<file path="config.mk">
export PLATFORM = sky130hd
export DESIGN_NAME = theta_page_sequencer_flat
export DESIGN_NICKNAME = d
export VERILOG_FILES = /design/src/rtl/theta_page_sequencer_if.sv /design/src/rtl/theta_page_sequencer.sv /design/src/flat_wrapper.sv
export SDC_FILE = /design/constraint.sdc
export NUM_CORES = 1
export LEC_CHECK = 0
export BUFFER_PORTS_ARGS = -buffer_cell sky130_fd_sc_hd__buf_4
export CORE_MARGIN = 10
export CORE_UTILIZATION = 50
export DETAILED_ROUTE_END_ITERATION = 6
export GPL_TIMING_DRIVEN = 0
export PLACE_DENSITY = 0.7
export SYNTH_ARGS = -nofsm -noshare
export SYNTH_HDL_FRONTEND = slang
export SYNTH_SLANG_ARGS = --single-unit
export TNS_END_PERCENT = 1
</file>
<file path="constraint.sdc">
create_clock -name clk -period 7.7 [get_ports clk]
set_input_delay 0.385 -clock clk [delete_from_list [all_inputs] [get_ports clk]]
set_output_delay 0.385 -clock clk [all_outputs]
set_load 0.02 [all_outputs]
</file>
<file path="src/rtl/theta_page_sequencer_if.sv">
// Bus between the theta page sequencer and its controller / state page RAM.
//   start   : run request from the permutation controller
//   busy    : run in progress (through the done cycle)
//   done    : one-cycle pulse after the last page write
//   rd_en   : page read strobe; rd_data is returned one cycle later
//   rd_addr : page read address (0 when rd_en is low)
//   rd_data : 25-bit page, bit i = 5*y + x
//   wr_en   : page write strobe
//   wr_addr : page write address (0 when wr_en is low)
//   wr_data : theta-adjusted page
// master = sequencer side, slave = controller/RAM side.
interface theta_page_sequencer_if #(
  parameter int unsigned ADDR_W = 6
);
  logic              start;
  logic              busy;
  logic              done;
  logic              rd_en;
  logic [ADDR_W-1:0] rd_addr;
  logic [0:24]       rd_data;
  logic              wr_en;
  logic [ADDR_W-1:0] wr_addr;
  logic [0:24]       wr_data;

  modport master (
    input  start, rd_data,
    output busy, done, rd_en, rd_addr, wr_en, wr_addr, wr_data
  );

  modport slave (
    output start, rd_data,
    input  busy, done, rd_en, rd_addr, wr_en, wr_addr, wr_data
  );
endinterface

</file>
<file path="src/rtl/theta_page_sequencer.sv">
// Keccak theta step over a sliced state of PAGES 25-bit pages (one z-slice each).
// Primes the previous-page register with page PAGES-1, then for every page z:
// reads it, computes the 25 output bits serially (one per cycle, y outer, x inner),
// and writes the result back to the same address. 28 cycles per page.
// Ports:
//   clk   : rising-edge clock
//   rst_n : asynchronous active-low reset, aborts a run immediately
//   bus   : theta_page_sequencer_if master modport (start/busy/done + page RAM)
module theta_page_sequencer #(
  parameter int unsigned PAGES  = 64,
  parameter int unsigned ADDR_W = 6
) (
  input logic                    clk,
  input logic                    rst_n,
  theta_page_sequencer_if.master bus
);

  localparam logic [ADDR_W-1:0] LastPage = ADDR_W'(PAGES - 1);

  typedef enum logic [2:0] {
    StIdle, StPrimeReq, StPrimeCap, StFetchReq, StFetchCap, StCalc, StWrite, StDone
  } state_e;

  state_e            state_q;
  logic [ADDR_W-1:0] z_q;
  logic [2:0]        x_q, y_q;
  logic [0:24]       prev_q, cur_q, out_q;
  logic              busy_q, done_q, rd_en_q, wr_en_q;
  logic [ADDR_W-1:0] rd_addr_q, wr_addr_q;

  // Column parities of the current and previous page.
  logic [4:0] par_cur, par_prev;
  always_comb begin
    par_cur  = '0;
    par_prev = '0;
    for (int c = 0; c < 5; c++) begin
      par_cur[c]  = cur_q[c] ^ cur_q[c+5] ^ cur_q[c+10] ^ cur_q[c+15] ^ cur_q[c+20];
      par_prev[c] = prev_q[c] ^ prev_q[c+5] ^ prev_q[c+10] ^ prev_q[c+15] ^ prev_q[c+20];
    end
  end

  logic [2:0] x_m1, x_p1;
  logic [4:0] bit_idx;
  logic       calc_bit;
  always_comb begin
    x_m1     = (x_q == 3'd0) ? 3'd4 : x_q - 3'd1;
    x_p1     = (x_q == 3'd4) ? 3'd0 : x_q + 3'd1;
    bit_idx  = ({2'b00, y_q} << 2) + {2'b00, y_q} + {2'b00, x_q};
    calc_bit = cur_q[bit_idx] ^ par_cur[x_m1] ^ par_prev[x_p1];
  end

  always_ff @(posedge clk or negedge rst_n) begin
    if (!rst_n) begin
      state_q   <= StIdle;
      z_q       <= '0;
      x_q       <= '0;
      y_q       <= '0;
      prev_q    <= '0;
      cur_q     <= '0;
      out_q     <= '0;
      busy_q    <= 1'b0;
      done_q    <= 1'b0;
      rd_en_q   <= 1'b0;
      rd_addr_q <= '0;
      wr_en_q   <= 1'b0;
      wr_addr_q <= '0;
    end else begin
      // Strobes are single-cycle; each state that needs one sets it for the next state.
      rd_en_q   <= 1'b0;
      rd_addr_q <= '0;
      wr_en_q   <= 1'b0;
      wr_addr_q <= '0;
      done_q    <= 1'b0;
      unique case (state_q)
        StIdle: begin
          if (bus.start) begin
            state_q   <= StPrimeReq;
            z_q       <= '0;
            busy_q    <= 1'b1;
            rd_en_q   <= 1'b1;
            rd_addr_q <= LastPage;
          end
        end
        StPrimeReq: state_q <= StPrimeCap;
        StPrimeCap: begin
          // Original page PAGES-1 is held here before page 0 is ever written.
          prev_q    <= bus.rd_data;
          state_q   <= StFetchReq;
          rd_en_q   <= 1'b1;
          rd_addr_q <= z_q;
        end
        StFetchReq: state_q <= StFetchCap;
        StFetchCap: begin
          cur_q   <= bus.rd_data;
          x_q     <= '0;
          y_q     <= '0;
          state_q <= StCalc;
        end
        StCalc: begin
          out_q[bit_idx] <= calc_bit;
          if (x_q == 3'd4) begin
            x_q <= '0;
            if (y_q == 3'd4) begin
              state_q   <= StWrite;
              wr_en_q   <= 1'b1;
              wr_addr_q <= z_q;
            end else begin
              y_q <= y_q + 3'd1;
            end
          end else begin
            x_q <= x_q + 3'd1;
          end
        end
        StWrite: begin
          prev_q <= cur_q;
          if (z_q == LastPage) begin
            state_q <= StDone;
            done_q  <= 1'b1;
          end else begin
            z_q       <= z_q + 1'b1;
            state_q   <= StFetchReq;
            rd_en_q   <= 1'b1;
            rd_addr_q <= z_q + 1'b1;
          end
        end
        StDone: begin
          busy_q  <= 1'b0;
          state_q <= StIdle;
        end
        default: state_q <= StIdle;
      endcase
    end
  end

  assign bus.busy    = busy_q;
  assign bus.done    = done_q;
  assign bus.rd_en   = rd_en_q;
  assign bus.rd_addr = rd_addr_q;
  assign bus.wr_en   = wr_en_q;
  assign bus.wr_addr = wr_addr_q;
  assign bus.wr_data = out_q;

endmodule

</file>
<file path="src/flat_wrapper.sv">
// flat-port wrapper written by rule: the top's interface ports become plain ports
module theta_page_sequencer_flat 
#(
  parameter int unsigned PAGES  = 64,
  parameter int unsigned ADDR_W = 6
)
  (clk, rst_n, bus_start, bus_rd_data, bus_busy, bus_done, bus_rd_en, bus_rd_addr, bus_wr_en, bus_wr_addr, bus_wr_data);
  theta_page_sequencer_if #(.ADDR_W(ADDR_W)) bus_i ();
  input logic clk;
  input logic rst_n;
  input wire logic [$bits(bus_i.start)-1:0] bus_start;
  input wire logic [$bits(bus_i.rd_data)-1:0] bus_rd_data;
  output wire logic [$bits(bus_i.busy)-1:0] bus_busy;
  output wire logic [$bits(bus_i.done)-1:0] bus_done;
  output wire logic [$bits(bus_i.rd_en)-1:0] bus_rd_en;
  output wire logic [$bits(bus_i.rd_addr)-1:0] bus_rd_addr;
  output wire logic [$bits(bus_i.wr_en)-1:0] bus_wr_en;
  output wire logic [$bits(bus_i.wr_addr)-1:0] bus_wr_addr;
  output wire logic [$bits(bus_i.wr_data)-1:0] bus_wr_data;
  assign bus_i.start = bus_start;
  assign bus_i.rd_data = bus_rd_data;
  assign bus_busy = bus_i.busy;
  assign bus_done = bus_i.done;
  assign bus_rd_en = bus_i.rd_en;
  assign bus_rd_addr = bus_i.rd_addr;
  assign bus_wr_en = bus_i.wr_en;
  assign bus_wr_addr = bus_i.wr_addr;
  assign bus_wr_data = bus_i.wr_data;
  theta_page_sequencer #(.PAGES(PAGES), .ADDR_W(ADDR_W)) u_core (.clk(clk), .rst_n(rst_n), .bus(bus_i));
endmodule
</file>
-- After elaboration in Yosys (flattened, before gate mapping)
Cells that the tools add are included.
- $add $sub $neg: 6
- order comparisons: 4
- equal/unequal tests: 15
- mux-type cells: 41
- bitwise gates (word level): 43
- reduce and logical (&&, ||, !) cells: 11
- operators with widths (cell ; count):
    $pmux W25 S2 ; 1
    $mux W6 ; 7
    $xor A1 B1 Y1 ; 42
    $bwmux W25 ; 1
    $mux W3 ; 8
    $pmux W3 S8 ; 1
    $eq A3 B3 Y1 const B ; 6
    $pmux W6 S3 ; 1
    $mux W1 ; 13
    $pmux W3 S2 ; 2
    $pmux W6 S2 ; 1
    $add A5 B3 Y5 ; 2
    $reduce_and A3 Y1 ; 3
    $lt A3 B4 Y1 const B ; 2
    $reduce_bool A2 Y1 ; 4
    $add A3 B1 Y3 const B ; 2
    $add A6 B1 Y6 const B ; 1
    $bmux W1 S3 ; 2
    $eq A3 B2 Y1 const B ; 2
    $eq A6 B6 Y1 const B ; 1
    $ge A6 B6 Y1 const B ; 1
    $logic_not A3 Y1 ; 2
    $lt A6 B1 Y1 const B ; 1
    $ne A2 B2 Y1 const B ; 3
    other kinds (10) ; 11
- register bits: 106
- input bits: 28
- output and inout bits: 41
- word-level logic and storage cells: 133

-- Depth between registers and ports, before layout
- depth in word-level cells: 9
- depth in mapped cells: 11
- depth with buffers taken out: 9

-- Worst setup path after synthesis
No wires, ideal clock.
- path type: register to register
- start: register u_core.y_q[0]
- end: register u_core.out_q (netlist bit u_core.bus.wr_data[11])
- library setup time: 125 ps
- arrival: 3234 ps
- data required time: 7575 ps
- setup slack: 4341 ps
- stages on the path, launching flop included: 9
- buffers on the path: 1
- period minus slack after synthesis: 3359 ps
- cell sequence: dfrtp_1 > fa_1 > fa_1 > or4b_2 > mux2i_1 > a221oi_2 > xnor3_2 > buf_6 > mux2_4
- cells in the longest elaborated chain, start to end: 9
- elaborated cells between the ends (all ways): 14
- those cells by class: 2 x add/sub; 2 x order compare; 6 x mux; 3 x bitwise; 1 x reduce/logical
- RTL lines (element ; RTL line ; source):
    start: declaration ; theta_page_sequencer.sv:26 ; logic [2:0] x_q, y_q;
    start signal: assignment ; theta_page_sequencer.sv:108 ; y_q <= y_q + 3'd1;
    $add A5 B3 Y5 (*) (2 in a row) ; theta_page_sequencer.sv:48 ; bit_idx = ({2'b00, y_q} << 2) + {2'b00, y_q} + {2'b00, x_q};
    $not A5 Y6 (not written as such) (*) ; theta_page_sequencer.sv:49, theta_page_sequencer.sv:100 ;
    $bmux W1 S5 ; theta_page_sequencer.sv:49 ; calc_bit = cur_q[bit_idx] ^ par_cur[x_m1] ^ par_prev[x_p1];
    $mux W1 (not written as such) (2 in a row) ; theta_page_sequencer.sv:49 ;
    $xor A1 B1 Y1 (2 in a row) ; theta_page_sequencer.sv:49 ;
    $bwmux W25 (*) ; theta_page_sequencer.sv:100 ; out_q[bit_idx] <= calc_bit;
    end signal: indexed assignment ; theta_page_sequencer.sv:100 ;
    end: declaration ; theta_page_sequencer.sv:27 ; logic [0:24] prev_q, cur_q, out_q;
Every way passes the cells marked *; elsewhere a longest branch is shown, timed or not. The select of a mux whose other input is x is not followed.
A chain may end at the register's enable or synchronous reset.

-- Final worst setup path
- start: register u_core.y_q[0]
- end: register u_core.out_q (netlist bit u_core.bus.wr_data[19])
Same word-level chain as after synthesis.

==> flow_summary.json <==
{
  "clock_tree.buffer_depth": 2,
  "synth_compound_gate_area_share_pct": 7.857,
  "ff2ff_path_depth": 9,
  "cell_types_with_the_largest_area_share_after_synthesis": "dfrtp_1, mux2_2, xnor2_1",
  "fin_tns_setup_ns": 0,
  "gp_congestion": 0.8282,
  "worst_ep_required_time_ns": 7.93,
  "clock_transition_at_the_registers_of_the_reported_paths_ns": 0.07,
  "cts.htree.levels": 3,
  "synthesized_area_per_cell_um2": 11.04,
  "synth_async_sr_flop_share_pct": 100.0,
  "ys_warn_count": 0,
  "clk_root_buffer_cell": "clkbuf_16",
  "synth.top_cell.area_share_pct": 46.65,
  "crit_type": "flop to flop",
  "global_route_wire_length_before_repair_um": 22110,
  "avgRoutedWirePerCell_um": 17.81,
  "synth_flop_cell": "dfrtp_1",
  "drv.max_cap_violation_count": 0,
  "initial_utilization_pct": 51.77,
  "tritoncts_clock_tree": "yes",
  "post_synth_fa_ha_maj_area_fraction_pct": 4.225,
  "netlist.top_cell.by_area": "dfrtp_1",
  "layout_min_cycle_time_ns": 3.620,
  "timing.clock.skew_ns": 0.009300,
  "synth.lib_cells_used.distinct": 47,
  "number_of_antenna_violations_at_the_first_check_in_global_routing": 0,
  "timing_hold_violations_final": 0,
  "placement.io_buffers": 68,
  "route.antenna.remaining_nets": 0,
  "post_synth_inst_count": 515,
  "vias_per_cell": 5.507,
  "endpoint_kind": "flop",
  "fraction_of_layout_instances_using_a_drive_strength_above_1_pct": 25.12,
  "leading_cell_type_by_number_of_instances_after_synthesis": "dfrtp_1",
  "synth_enable_flop_cells": 0,
  "holdPathStages": 2,
  "critPathLaunchType": "flop",
  "grt_usage_pct": 16.81,
  "synth_simple_gate_area_share_pct": 11.53,
  "io-pin-count": 69,
  "period_share_pct": 47.02,
  "slew_viol_final": 0,
  "die_height_um": 126.6,
  "part_of_the_yosys_area_used_for_sequential_elements_pct": 46.65,
  "drt_wl_total_um": 13200,
  "synth_seq_cells": 106,
  "drt_iter0_markers": 227,
  "grt_start_max_net_pins": 107,
  "most_instantiated_cells_after_synthesis": "dfrtp_1, nor2_1, nand2_1, mux2_2",
  "timing.slew.headroom_pct": 46.03,
  "final_core_util_pct": 61.60,
  "floorplan.die_area_um2": 16040,
  "worst_pin_slew_ns": 0.8095,
  "cts_buffers": 9,
  "cts_sinks": 106,
  "first_global_vias": 4248,
  "post_synthesis_instance_area_um2": 5685,
  "peakVddDrop_mv": 0.3138,
  "dieWidth_um": 126.6,
  "num-nets-final": 642,
  "syn_nets": 561,
  "worstPathArrival_ns": 3.86,
  "overflow": 0,
  "hold_path_class": "input pin to flop",
  "xor_xnor_fraction_of_synth_area_pct": 8.165,
  "dp_hpwl_um": 9573,
  "floorplan.core_area_um2": 10980,
  "crit_fanout": 10,
  "synth_top_family_by_area": "multiplexers",
  "flow.area_growth_from_synthesis_pct": 18.99,
  "antenna_cells_inserted": 0,
  "synth.mux.area_fraction_pct": 18.57,
  "detailroute.via_count": 4081,
  "placement_row_count": 38,
  "achievable-frequency_mhz": 276.2,
  "rsz0062_at_grt": "false",
  "status": "completed",
  "firstDrtPassIters": 4,
  "clk_latency_ns": 0.36,
  "post-route-drc-count": 0,
  "leakage_power_nw": 3.245,
  "setup_failing_eps_final": 0,
  "pwr_density_cell_nw_per_um2": 468.0
}
-- power by group --
part           leakage (nW)  internal, mW  switching (mW)
Clock                 0.176         0.334           0.203
Combinational          1.74         0.817           0.893
Sequential             1.33         0.733           0.184
Total                  3.24          1.89            1.28
-- timing repair --
item	in CTS	in global routing
hold endpoints to repair	0	7
setup buffers	0	0
gates resized for setup	0	0
hold buffers	0	1
-- cells in the final DEF (no fill, tap or decap), types with 3 or more instances in the layout --
cell,synthesis,layout
o21ai_0,19,19
mux4_2,6,6
ha_1,16,16
clkbuf_16,0,9
and2_1,12,12
dfrtp_1,106,106
xnor3_1,4,4
a21oi_1,34,34
buf_4,0,67
nor3_1,5,5
buf_6,4,5
bufinv_16,0,3
or3_1,4,4
nand3_1,9,9
xnor2_1,34,34
a31oi_1,7,7
xor2_1,6,6
o31ai_1,4,4
clkbuf_1,20,20
mux2_4,12,12
nand2_1,41,41
nor2_1,57,57
mux2i_1,29,29
mux2_2,40,40
inv_1,11,11
nand2b_1,3,3
nor2b_1,4,4
-- worst paths after layout --
| kind | startpoint | slack (ns) | to |
|---|---|---|---|
| setup / recovery | u_core.y_q[0]$_DFFE_PN0P_ | 4.08 | u_core.bus.wr_data[19]$_DFFE_PN0P_ |
| hold / removal | bus_rd_data[14] | 0.27 | u_core.cur_q[10]$_DFFE_PN0P_ |
| setup reg to reg | u_core.y_q[0]$_DFFE_PN0P_ | 4.08 | u_core.bus.wr_data[19]$_DFFE_PN0P_ |
| hold reg to reg | u_core.bus.busy$_DFFE_PN0P_ | 0.49 | u_core.bus.busy$_DFFE_PN0P_ |
| max in group asynchronous | rst_n | 6.52 | u_core.bus.wr_data[9]$_DFFE_PN0P_ |
| min in group asynchronous | rst_n | 0.53 | u_core.cur_q[3]$_DFFE_PN0P_ |
-- layer usage --
metal  GRT usage, %  part of all wire (%)  wire length (um)  vias to the layer above
met5              0                     0                 0                        -
met4          6.564                   1.9               245                        0
met3          3.290                   4.2               549                       16
met2          27.37                    50              6592                       92
met1          21.58                    44              5808                     2022
li1               -                     -                 -                     1951
-- sequential cells by signal (all words and copies together) (netlist names), 3 cells and up --
signal and cells:
u_core.x_q 3, u_core.state_q 3, u_core.y_q 3, u_core.prev_q 25, u_core.z_q 6, u_core.bus.rd_addr 6
u_core.bus.wr_addr 6, u_core.cur_q 25, u_core.bus.wr_data 25
-- cell type report --
type / count / area, um^2
Multi-Input combinational cell: 372 / 2863
Clock buffer: 11 / 252.7
Inverter: 11 / 41.29
Sequential cell: 106 / 2653
Fill cell: 928 / 4218
Timing Repair Buffer: 70 / 551.8
Tap cell: 140 / 175.2
Clock inverter: 5 / 100.1
Buffer: 26 / 128.9
-- per-stage QoR --
step	total power [mW]	area (um^2)	hold slack [ns]	setup slack (ns)	std cells
CTS	3.182	6724	0.2642	4.093	739
global placement	2.576	6371	0.4727	4.151	723
finish	3.166	6765	0.2739	4.080	741
detailed placement	2.633	6371	0.4758	4.114	723
global route	3.398	6765	0.2693	3.899	741
floorplan	2.199	5685	0.08941	4.341	515
-- worst max-delay path, stage by stage (launching register included) --
cell	delay [ns]
dfrtp_1	0.46
fa_1	0.56
fa_1	0.49
xor2_1	0.46
mux2i_1	0.26
o21ai_1	0.09
a221oi_2	0.21
xnor3_2	0.54
buf_6	0.18
mux2_4	0.26
-- cells by family (layout without fill, tap and decap cells) --
kind of cell | count (synthesis) | in the layout
fa+ha+maj | 18 | 18
flops | 106 | 106
compound gates | 77 | 77
mux | 87 | 87
xor+xnor | 45 | 45
simple gates | 145 | 145
buf+inv | 37 | 123
Note: power is estimated with default switching activity, not from simulation.
